File: config.mk
export PLATFORM = sky130hd
export DESIGN_NAME = sram_arbiter
export DESIGN_NICKNAME = d
export VERILOG_FILES = /design/src/rtl/sram_arbiter.sv
export SDC_FILE = /design/constraint.sdc
export NUM_CORES = 1
export LEC_CHECK = 0
export CAP_MARGIN = 0
export CORE_MARGIN = 2
export CORE_UTILIZATION = 42
export DETAILED_ROUTE_END_ITERATION = 7
export PLACE_DENSITY = 0.82
export REMOVE_ABC_BUFFERS = 1
export SYNTH_ARGS = -nofsm -noshare
export SYNTH_HDL_FRONTEND = slang
export SYNTH_SLANG_ARGS = --single-unit
File: constraint.sdc
create_clock -name clk -period 1.9 [get_ports clk]
set_input_delay 0.38 -clock clk [delete_from_list [all_inputs] [get_ports clk]]
set_output_delay 0.38 -clock clk [all_outputs]
set_load 0.01 [all_outputs]
File: src/rtl/sram_arbiter.sv
// Two-port round-robin arbiter in front of a single-port synchronous SRAM.
// Each granted transaction runs IDLE -> SETUP -> ACCESS, three cycles long.
module sram_arbiter #(
   parameter int ADDR_W = 5,
   parameter int DATA_W = 32
) (
   input  logic              clk,
   input  logic              rst_n,
   input  logic              req0,
   input  logic              req1,
   input  logic              we0,
   input  logic              we1,
   input  logic [ADDR_W-1:0] addr0,
   input  logic [ADDR_W-1:0] addr1,
   input  logic [DATA_W-1:0] wdata0,
   input  logic [DATA_W-1:0] wdata1,
   output logic              gnt0,
   output logic              gnt1,
   output logic              done0,
   output logic              done1,
   output logic [DATA_W-1:0] rdata0,
   output logic [DATA_W-1:0] rdata1,
   output logic              busy,
   output logic [ADDR_W-1:0] sram_addr,
   output logic [DATA_W-1:0] sram_din,
   output logic              sram_wr_en,
   input  logic [DATA_W-1:0] sram_dout
);

   typedef enum logic [1:0] {
      IDLE,
      SETUP,
      ACCESS
   } state_t;

   state_t state;
   state_t state_nx;

   logic last_served;
   logic owner;
   logic we_q;
   logic win;
   logic grant;

   // A tie goes to the port that was not served last.
   always_comb begin
      win = 1'b0;
      priority case (1'b1)
         req0 && req1: win = ~last_served;
         req1:         win = 1'b1;
         default:      win = 1'b0;
      endcase
   end

   assign grant = (state == IDLE) && (req0 || req1);
   assign busy  = (state != IDLE);

   always_comb begin
      state_nx = state;
      unique case (state)
         IDLE:    if (grant) state_nx = SETUP;
         SETUP:   state_nx = ACCESS;
         ACCESS:  state_nx = IDLE;
         default: state_nx = IDLE;
      endcase
   end

   always_ff @(posedge clk or negedge rst_n) begin
      if (!rst_n) state <= IDLE;
      else        state <= state_nx;
   end

   always_ff @(posedge clk or negedge rst_n) begin
      if (!rst_n) begin
         gnt0        <= 1'b0;
         gnt1        <= 1'b0;
         done0       <= 1'b0;
         done1       <= 1'b0;
         rdata0      <= '0;
         rdata1      <= '0;
         sram_addr   <= '0;
         sram_din    <= '0;
         sram_wr_en  <= 1'b0;
         we_q        <= 1'b0;
         owner       <= 1'b0;
         last_served <= 1'b1;
      end else begin
         gnt0  <= 1'b0;
         gnt1  <= 1'b0;
         done0 <= 1'b0;
         done1 <= 1'b0;
         unique case (state)
            IDLE: begin
               if (grant) begin
                  owner       <= win;
                  last_served <= win;
                  we_q        <= win ? we1 : we0;
                  sram_addr   <= win ? addr1 : addr0;
                  sram_din    <= win ? wdata1 : wdata0;
                  gnt0        <= ~win;
                  gnt1        <= win;
               end
            end
            SETUP: begin
               sram_wr_en <= we_q;
            end
            ACCESS: begin
               sram_wr_en <= 1'b0;
               done0      <= ~owner;
               done1      <= owner;
               if (!we_q) begin
                  if (owner) rdata1 <= sram_dout;
                  else       rdata0 <= sram_dout;
               end
            end
            default: ;
         endcase
      end
   end

endmodule

# Yosys cells after proc, flatten, opt, wreduce, memory -nomap -nowiden
# Index checks and enable logic that the tools add are counted.
# classes
bitwise_logic	4
eq_ne	3
reduce_logical	9
muxes	14
# op_table
op	count
$mux W32	1
$mux W1	9
$reduce_and A3 Y1	2
$mux W5	1
$not A1 Y1	4
$pmux W2 S2	1
$reduce_bool A2 Y1	2
$eq A2 B1 Y1 const B	1
$eq A2 B2 Y1 const B	1
$logic_and A1 B1 Y1	2
$logic_not A2 Y1	1
$mux W2	1
$ne A2 B2 Y1 const B	1
$pmux W1 S2	1
$reduce_and A2 Y1	1
$logic_or A1 B1 Y1	1
# totals
word_cells	43
output_inout_bits	107
inputBits	112
register_bits	111

# Longest topological paths before layout
# Gate-level depths: netlist (run 1).
# logic_depth
depth_word	5
depth_mapped	7

# Worst setup path before layout (run 1)
# No wires, ideal clock.
# synth_path
kind	register -> register
start	reg state[0]
end	reg rdata0[0]
setup_slack_ns	0.315
path_stages_with_launch	8
setup_ns	0.125
arrival_ns	1.460
cell_sequence	dfrtp_1 inv_1 ha_1 nor2b_2 nor2b_4 buf_6 buf_12 mux2_4
# synth_between
elab_chain_cells	2
# synth_rtl
item	line	rtl
start: declaration	36	state_t state;
start signal: assignment	70	else state <= state_nx;
$eq A2 B2 Y1	92	unique case (state)
$reduce_and A3 Y1 (no source line)	n/a	
end signal: assignment	113	else rdata0 <= sram_dout;
end: declaration	21	output logic [DATA_W-1:0] rdata0,
# Every way passes these cells.
# A chain may end at the register's enable or synchronous reset.

# Worst setup path after layout (run 1)
# layout_path
start	reg state[0]
end	out busy
# layout_between
elab_chain_cells	1
# layout_rtl
item	line	rtl
$reduce_bool A2 Y1	56	assign busy = (state != IDLE);
end: declaration	23	output logic busy,
# Every way passes these cells.

==> results of run 1 <==
-- metrics by stage --
| stage | cell area, um^2 | setup TNS, ns |
|---|---|---|
| after floorplan | 4600 | -10.66 |
| after global placement | 7130 | 0 |
| after detailed placement | 7130 | 0 |
| after CTS | 7410 | 0 |
| after global routing | 7440 | 0 |
| final | 7440 | 0 |
-- layer usage --
metal,routed length [um],global-route usage,vias up
met5,0,0,-
met4,291,0.0889,0
met3,1020,0.0612,19
met2,6030,0.339,185
met1,5230,0.262,1839
li1,-,-,1704
-- power breakdown --
group	switching [mW]	internal, mW	total, mW
clock network	0.819	0.917	1.74
logic	2.37	3.71	6.07
registers	0.690	3.56	4.25
total	3.88	8.19	12.1
-- worst min-delay path by stage --
stage / end
detailed placement: rdata1[7]
finish: done0
CTS: done0
floorplan: done0
global route: rdata1[31]
global placement: rdata0[7]
-- registers in the layout, summed over array words and instances (netlist names), 2 cells and up --
signal	flops
sram_din	32
rdata1	32
sram_addr	5
state	2
rdata0	32
-- critical path: stages (launching register included) --
cell           delay (ns)
dfrtp_1              0.39
inv_1                0.16
ha_4                 0.19
inv_1                0.07
dlygate4sd2_1        0.28
-- kinds of logic after synthesis --
group | share of synthesized area
adder cells (fa/ha/maj) | 0.0104
AND/OR/NAND/NOR | 0.0715
AO/OA/AOI/OAI | 0.0907
buffers and inverters | 0.0516
flip-flops | 0.575
multiplexers | 0.201
-- cells in the mapped netlist, drive strengths merged --
cell type  instances  area (um^2)
a31oi              1         6.26
nor2b              2         22.5
and2               1         8.76
nand2             38          143
a21bo              1         10.0
buf               20          219
a21oi             77          385
o21ai              2         10.0
dfrtp            110         2750
o21a               1         7.51
nor3               1         5.00
nor2              40          150
nand2b             1         8.76
clkbuf             4         15.0
a21boi             1         11.3
inv                4         15.0
ha                 4         50.1
a21o               1         7.51
dfstp              1         26.3
nand3b             1         7.51
mux2              66          968
-- layout make-up --
class	count	area, um^2
Fill cell	853	3880
Sequential cell	111	2780
Timing Repair Buffer	229	2380
Multi-Input combinational cell	238	1820
Clock buffer	12	246
Tap cell	143	179
Clock inverter	3	20.0
Inverter	4	15.0
-- timing repair --
item                       in CTS  in global routing
resized for setup               3                  0
gates cloned                    0                  1
setup endpoints to repair       1                  2
hold buffers                    1                  0
hold endpoints to repair       23                  0
==> impl_metrics.tcl, run 1 <==
set metrics [dict create \
    vias 3747 \
    rrSetupSlack_ns 0.09 \
    hold_start "owner" \
    initial_core_util 0.427 \
    cts_tree "done" \
    critPathCaptureType "primary output" \
    avgSynthCellArea_um2 12.8 \
    fmax_mhz 551 \
    startpoint "state[0]" \
    drt-total-wl_mm 12.6 \
    cts.sinks 111 \
    layoutNonFillerInstCount 740 \
    gp_congestion 0.781 \
    ys_warn_count 0 \
    worst_setup_path_start_kind "flop" \
    path_max_fanout 5 \
    clk_latency_ns 0.35 \
    worst_pin_slew_ns 0.389 \
    clkTransAtPathRegs_ns 0.07 \
    maxCapViolations 0 \
    total_power_mw 12.1 \
    leakage_nw 3.28 \
    status "complete, no violations" \
    placed_cells 723 \
    cts_buffers 9 \
    drc 0 \
    core_mm2 0.0113 \
    final_common_cell "clkdlybuf4s50_1" \
    root_buffer "clkbuf_16" \
    setup_slack_ns 0.0846 \
    antenna_found_initial 0 \
    r2r-end "rdata0[3]" \
    clk_path_buf_depth 2 \
    drive_above_1_share 0.166 \
    drt_iter0_drc 201 \
    period_minus_slack_ns 1.82 \
    fp-row-count 39 \
    die-area_mm2 0.0124 \
    ant_nets 0 \
    ys_ff_latch 111 \
    area_delta_synth_final_pct 54.0 \
    ys_types 27 \
    worstSetupPathType "flop to primary output" \
    holdPathStages 1 \
    chipHeight_um 111 \
    fin_crit_sh 0.955 \
    grt_usage 0.209 \
    final_nets 709 \
    layout_common_cells "216 x clkdlybuf4s50_1, 110 x dfrtp_1, 77 x a21oi_1" \
    hold_path.class "flop to flop" \
    die_w_um 111 \
    dpl_worst_slack_ns 0.110 \
    hold_ws_ns 0.485 \
    peakVddDrop_v 0.00101 \
    htree_levels 3 \
    yosysSeqAreaShare 0.575 \
    rsz0062_at_grt "no" \
    vias_per_cell 5.06 \
    final_util 0.657 \
    cp-endpoint "busy" \
    slew_headroom 0.740 \
    hold_viol_final 0 \
    io_pins 219 \
    portBuffers 218 \
    finClkSkew_ns 0.00398 \
    netlist_instances 377 \
    finalSetupViolations 0 \
    cp.arrival_ns 1.44 \
    grt_first_pass_wirelength_mm 20.6 \
    dr.pass1.iters 4 \
    report.final.slew_viol_count 0 \
    wl_per_cell_um 17.0 \
    required_ns 1.52 \
    grt_overflow 0 \
    place_hpwl_mm 8.93 \
    diodes 0 \
    cts_setup_buffers 0 \
    grt_max_degree 40 \
    worstRegToRegCells 6 \
    power_density_mw_per_mm2 1620 \
    grt_pass1_vias 3945 \
    synth_area_mm2 0.00483 \
    r2r-start "state[0]" \
]
Power figures use the tool's default switching activity.
==> run 2, diff against run 1 <==
--- a/config.mk
+++ b/config.mk
@@ -7,10 +7,11 @@
 export LEC_CHECK = 0
 export CAP_MARGIN = 0
 export CORE_MARGIN = 2
-export CORE_UTILIZATION = 42
+export CORE_UTILIZATION = 30
 export DETAILED_ROUTE_END_ITERATION = 7
-export PLACE_DENSITY = 0.82
+export PLACE_DENSITY_LB_ADDON = 0.08
 export REMOVE_ABC_BUFFERS = 1
+export SKIP_CTS_REPAIR_TIMING = 1
 export SYNTH_ARGS = -nofsm -noshare
 export SYNTH_HDL_FRONTEND = slang
 export SYNTH_SLANG_ARGS = --single-unit
==> run 2 against run 1 <==
Net effect:
- the run now ends with negative hold slack left
- largest power group unchanged
- non-clock buffer count increased by 5
- clock power is 18% higher
- clock skew increased by 0.0025 ns
- final cell count increased by 11%
- worst hold slack worse by 0.49 ns
- die area increased by 38%
==> impl_metrics.tcl, run 2 (same netlist as run 1, synthesis figures left out) <==
set metrics [dict create \
    ant_nets 0 \
    area_delta_synth_final_pct 58.8 \
    setup_slack_ns 0.129 \
    cp.arrival_ns 2.01 \
    portBuffers 218 \
    final_nets 714 \
    path_max_fanout 16 \
    diodes 0 \
    drt-total-wl_mm 13.5 \
    power_density_mw_per_mm2 1630 \
    fin_area_mm2 0.00767 \
    worst_pin_slew_ns 0.508 \
    fp-row-count 46 \
    final_common_cell "clkdlybuf4s50_1" \
    final_util 0.485 \
    worst_setup_path_start_kind "flop" \
    grt_max_degree 36 \
    grt_first_pass_wirelength_mm 20.9 \
    die_w_um 131 \
    placed_cells 801 \
    hold_path.class "input port to async pin" \
    report.final.slew_viol_count 0 \
    place_area_mm2 0.00726 \
    fin_crit_sh 0.932 \
    htree_levels 3 \
    critPathCaptureType "flop" \
    grt_pass1_vias 3959 \
    root_buffer "clkbuf_16" \
    leakage_nw 3.35 \
    required_ns 2.13 \
    vias 3679 \
    finClkSkew_ns 0.00651 \
    top_regs "rdata0 (32), rdata1 (32), sram_din (32)" \
    cts_tree "done" \
    layout_common_cells "216 x clkdlybuf4s50_1, 110 x dfrtp_1, 77 x a21oi_1" \
    setup_tns_ns 0 \
    initial_core_util 0.305 \
    r2r-start "state[0]" \
    worstSetupPathType "flop to flop" \
    core_mm2 0.0158 \
    status "finished, violations left" \
    period_minus_slack_ns 1.77 \
    startpoint "state[0]" \
    dr.pass1.iters 4 \
    hold_viol_final 8 \
    rsz0062_at_grt "no" \
    slew_headroom 0.661 \
    wl_per_cell_um 16.5 \
    cts_buffers 9 \
    hold_ws_ns -0.00546 \
    layoutNonFillerInstCount 819 \
    gp_congestion 0.766 \
    drc 0 \
    fmax_mhz 565 \
    antenna_found_initial 0 \
    cts.sinks 111 \
    drt_iter0_drc 152 \
    chipHeight_um 131 \
    dpl_worst_slack_ns 0.0571 \
    place_hpwl_mm 9.40 \
    peakVddDrop_v 0.000582 \
    failed_checks "negative hold slack" \
    vias_per_cell 4.49 \
    die-area_mm2 0.0171 \
    drive_above_1_share 0.181 \
    total_power_mw 12.5 \
    finalSetupViolations 0 \
    io_pins 219 \
    grt_usage 0.159 \
    clkTransAtPathRegs_ns 0.07 \
    maxCapViolations 0 \
    grt_overflow 0 \
    clk_latency_ns 0.35 \
    clk_path_buf_depth 2 \
]
-- run 2: final timing paths --
kind                       slack [ns]  cells past startpoint         end
max                              0.13                      6  rdata0[25]
min                            -0.005                      1   rdata1[5]
max reg2reg                      0.13                      6  rdata0[25]
min reg2reg                      0.50                      1       done0
max in group asynchronous        1.29                      2   rdata0[1]
min in group clk                 0.50                      1       done0
-- run 2: worst max-delay path, stage by stage (launching register included) --
cell and delay, ns:
dfrtp_1 0.41, inv_2 0.13, ha_4 0.15, nor2b_4 0.13, nor2b_4 0.26, clkbuf_16 0.26, mux2_4 0.31
-- run 2: metal layers --
layer / vias up / track usage / share of wire
met2: 173 / 0.250 / 0.46
li1: 1715 / - / -
met5: - / 0 / 0
met1: 1776 / 0.192 / 0.41
met3: 15 / 0.0660 / 0.11
met4: 0 / 0.0688 / 0.018
-- run 2: final cells by class --
type / instances / area (um^2)
sequential: 111 / 2780
clock inverter: 5 / 81.3
inverter: 4 / 15.0
clock buffer: 11 / 243
timing repair buffer: 234 / 2440
fill: 1405 / 8160
tap: 216 / 270
multi-input combinational: 238 / 1840
-- run 2: power breakdown --
group          internal, mW  switching (mW)  total [mW]
sequential             3.56           0.679        4.24
combinational          3.77            2.40        6.18
clock                  1.19           0.869        2.06
total                  8.53            3.95        12.5
==> RTL change 1: new RTL, flow settings as in run 1 <==
Set the parameter `ADDR_W` to 7 (it was 5).
--- a/src/rtl/sram_arbiter.sv
+++ b/src/rtl/sram_arbiter.sv
@@ -3,3 +3,3 @@
 module sram_arbiter #(
-   parameter int ADDR_W = 5,
+   parameter int ADDR_W = 7,
    parameter int DATA_W = 32
Ports: changed (resized addr0, addr1 and sram_addr); port bits go from 219 to 225. The function was not compared with the original's and may differ.
==> RTL change 1 against run 1 <==
Final area rose by 5.3%; non-clock buffer count up 3; area after synthesis is 2.0% higher; largest cell class unchanged; clock power up 74%; power is 14% higher; largest power group unchanged; clock skew grew 6.8 ps; count of clock-buffer cells in the layout increased by 10; worst setup slack better by 16 ps; sequential cell count up 2; wire length is 14% higher.
==> RTL change 1: results (changes against run 1) <==
| Metric | Value |
|---|---|
| Status | complete, no violations |
| Fill cells | 811 (-4.9%) |
| Iteration-0 DRC Markers | 171 (-15%) |
| Final Worst Setup Slack | 100 ps (+15.5 ps) |
| Pre-antenna DRT Iters | 7 (+3) |
| Ranking of synthesized cells by area | dfrtp_1, mux2_4, a21oi_1, nor2_1, nand2_1 |
| Worst clock skew | 10.8 ps (+6.84 ps) |
| Leak pwr | 3.47 nW (+6.0%) |
| Dpl cells | 738 (+2.1%) |
| Largest net degree at the start of global routing | 114 (+190%) |
| Global-route usage over all layers | 0.233 (+0.0239) |
| Syn Inst Count | 388 (+2.9%) |
| First-pass GRT wire length | 22700 um (+10%) |
| Peak supply drop | 1330 uV (+32%) |
| Post-DP Area | 0.00726 mm^2 (+1.9%) |
| Detailed-route via count | 3924 (+4.7%) |
| Initial antenna violation count | 1 (+1) |
| NetSw | 4.41 mW (+14%) |
| DP HPWL | 9500 um (+6.5%) |
| Storage element area | 0.00283 mm^2 (+1.8%) |
| Final hold slack | 22.2 ps (-462 ps) |
| Vias in the first global route | 4201 (+6.5%) |
| Input/output buffers | 224 (+2.8%) |
| Clock-pin slew on the worst setup and hold paths | 50 ps (-20 ps) |
| Synth cell count leaders | dfrtp_1, a21oi_1, mux2_4, nor2_1, nand2_1 |
| Register area share after synthesis | 0.574 (-0.00109) |
| Total CTS buffers | 17 (+8) |
| Relative slew slack | 0.577 (-0.164) |
| Hold Crit Class | input pin to async pin |
RTL change 1: logic make-up after synthesis:
logic type / Yosys count / synth area share
compound gates: 88 / 0.0953
flops: 113 / 0.574
fa+ha+maj: 4 / 0.0102
mux: 66 / 0.197
buf+inv: 29 / 0.0505
simple gates: 88 / 0.0732
RTL change 1: power groups by stage:
stage,clock (mW),sequential [mW],combinational [mW]
floorplan,0,4.83,2.29
global placement,0,4.30,6.08
detailed placement,0,4.39,6.22
finish,3.02,4.41,6.30
CTS,3.07,4.41,6.34
global route,3.18,4.54,6.71
RTL change 1: path summary, 6_finish.rpt:
path                                       from                      to
min reg2reg                   owner$_DFFE_PN0P_         done0$_DFF_PN0_
max reg2reg                state[0]$_DFFE_PN0P_   rdata0[3]$_DFFE_PN0P_
min in group clk              owner$_DFFE_PN0P_         done0$_DFF_PN0_
max                        state[0]$_DFFE_PN0P_                    busy
max in group asynchronous                 rst_n  rdata1[28]$_DFFE_PN0P_
min                                       rst_n  rdata0[23]$_DFFE_PN0P_
RTL change 1: layout make-up:
| class | count | area share |
|---|---|---|
| Multi-Input combinational cell | 246 | 0.237 |
| Sequential cell | 113 | 0.361 |
| Timing Repair Buffer | 232 | 0.304 |
| Clock inverter | 9 | 0.0105 |
| Inverter | 4 | 0.00192 |
| Clock buffer | 22 | 0.0618 |
| Tap cell | 143 | 0.0228 |
RTL change 1: routing by layer:
layer | vias up | wire length, um | track usage
met5 | - | 0 | 0
met4 | 0 | 213 | 0.0797
met3 | 18 | 1410 | 0.0918
met2 | 224 | 6920 | 0.381
met1 | 1912 | 5830 | 0.283
li1 | 1770 | - | -
RTL change 1: worst max-delay path, delay by kind of cell, from the launching register on:
family | cells | cell delay (ps)
buf+inv | 3 | 450
fa+ha+maj | 1 | 170
flops | 1 | 400
==> RTL change 2: new RTL, settings of run 1 <==
Without the edit above. Re-encode `state_t` (3 states) as one-hot, 3 bits wide.
--- a/src/rtl/sram_arbiter.sv
+++ b/src/rtl/sram_arbiter.sv
@@ -29,6 +29,6 @@
 
-   typedef enum logic [1:0] {
-      IDLE,
-      SETUP,
-      ACCESS
+   typedef enum logic [2:0] {
+      IDLE   = 3'b001,
+      SETUP  = 3'b010,
+      ACCESS = 3'b100
    } state_t;
Behaviour: same outputs for any inputs over 10 cycles, from zero or initial values and one cycle with rst_n low; not proved beyond that.
==> RTL change 2 against run 1 <==
Wire length shrank 3.6%; largest cell class unchanged; largest power group unchanged; worst setup slack gained 23 ps; worst hold slack lost 42 ps; sequential power shrank 7.3%; non-clock buffer count is the same; count of clock-buffer cells in the layout is the same; final area shrank 0.37%; area after synthesis is essentially flat; power shrank 15%; the flow now finishes with violations (DRC); sequential cell count grew 1; clock skew grew 2.5 ps; via count shrank 3.7%.
==> RTL change 2: results (changes against run 1) <==
| Metric | Value |
|---|---|
| Peak supply drop | 949 uV (-6.1%) |
| Critical Path AT | 2020 ps (+580 ps) |
| Critical-path top delay cell | dfstp_2 |
| R2r startpoint | state[0]$_DFFE_PN1P_ |
| Global-route usage over all layers | 0.200 (-0.00868) |
| Failing checks | DRC |
| Leak pwr | 3.68 nW (+12%) |
| Pre-antenna DRT Iters | 8 (+4) |
| First-pass GRT wire length | 19800 um (-3.7%) |
| Gpl congestion | 0.794 (+1.7%) |
| Cell Pwr Density | 1380 mW/mm^2 (-15%) |
| Max incr delay on CP | 370 ps (-20 ps) |
| Layout cell share with drive strength beyond 1 | 0.133 (-0.0333) |
| Post-DP Area | 0.00712 mm^2 (about the same) |
| R2r setup slk | 110 ps (+20 ps) |
| Vias in the first global route | 3809 (-3.4%) |
| Status | finished with violations |
| Final #Nets | 704 (-0.71%) |
| Fill cells | 843 (-1.2%) |
| Biggest regs | rdata0: 32 flops, rdata1: 32 flops, sram_din: 32 flops |
| Hold Crit Class | input pin to async pin |
| Inserted Diodes | 0 (unchanged) |
| Post-route DRC | 5 (+5) |
| Iteration-0 DRC Markers | 445 (+120%) |
| Worst clock skew | 6.52 ps (+2.54 ps) |
| Largest net degree at the start of global routing | 56 (+40%) |
| Ranking of synthesized cells by area | dfrtp_1, mux2_4, inv_1, a222oi_1, mux2_2 |
| Register area share after synthesis | 0.581 (+0.00574) |
| Final wirelength | 12100 um (-3.6%) |
| DP HPWL | 8640 um (-3.2%) |
| Largest fanout on the critical path | 15 (+10) |
| Via density | 4.88 (-3.5%) |
| CP top delay family | simple AND/OR/NAND/NOR gates |
| R2r worst-path depth | 5 (-1) |
| Htree depth | 3 (unchanged) |
| Least-Margin Pin Slew | 435 ps (+45.3 ps) |
| Synth cell count leaders | inv_1, dfrtp_1, a222oi_1, mux2_4, mux2_2 |
| R2r endpoint | rdata0[19]$_DFFE_PN0P_ |
-- RTL change 2: worst max path at each step --
stage / cells past startpoint / slack, ps / start / end
finish: 5 / 110 / state[0]$_DFFE_PN1P_ / rdata0[19]$_DFFE_PN0P_
global route: 3 / 40 / state[0]$_DFFE_PN1P_ / busy
CTS: 5 / 90 / state[0]$_DFFE_PN1P_ / rdata0[19]$_DFFE_PN0P_
detailed placement: 4 / 60 / req1 / sram_din[10]$_DFFE_PN0P_
global placement: 5 / 160 / req0 / sram_din[30]$_DFFE_PN0P_
floorplan: 3 / -560 / state[1]$_DFFE_PN0P_ / rdata0[3]$_DFFE_PN0P_
-- RTL change 2: layer usage --
layer  GRT usage  up-vias  share of wire
met4      0.0807        0          0.018
met2       0.318      213           0.46
met1       0.259     1709           0.44
met3      0.0580       14          0.086
li1            -     1674              -
met5           0        -              0
-- RTL change 2: power by group --
| part | internal [mW] | switching (mW) |
|---|---|---|
| sequential | 3.36 | 0.586 |
| combinational | 2.76 | 1.78 |
| clock | 0.918 | 0.800 |
-- RTL change 2: kinds of logic (layout without fill, tap and decap cells) --
group,Yosys count,after routing,share of synthesized area
AND/OR/NAND/NOR,14,14,0.0218
flip-flops,112,112,0.581
multiplexers,64,64,0.173
buffers and inverters,138,361,0.137
AO/OA/AOI/OAI,45,45,0.0874
-- RTL change 2: worst register-to-register path, cell delays in order, from the launching register on --
cell	delay [ps]
dfstp_2	370
buf_4	150
nor4b_4	270
and2_2	350
buf_12	220
mux2_4	320
-- RTL change 2: cell type report --
cell class	count	area share
clock inverters	3	0.00253
multi-input cells	123	0.185
inverters	117	0.0593
flip-flops and latches	112	0.379
repair buffers	229	0.317
clock buffers	12	0.0333
well taps	143	0.0241
-- RTL change 2: what timing repair did --
action                                  CTS  global route
hold buffers                              1             0
resized for setup                         2             0
endpoints found under the setup margin    1             0
endpoints found under the hold margin    12             0
buffers inserted                          1             0
-- RTL change 2: metrics by stage --
stage / total power, mW / std cells / worst slack (ps) / hold slack, ps / TNS, ps
floorplan: 5.82 / 352 / -564 / 84.4 / -26230
global placement: 8.35 / 722 / 160 / 255 / 0
detailed placement: 8.52 / 722 / 61.0 / 257 / 0
CTS: 10.3 / 739 / 89.5 / 423 / 0
global route: 10.8 / 739 / 42.8 / 451 / 0
finish: 10.2 / 739 / 108 / 443 / 0
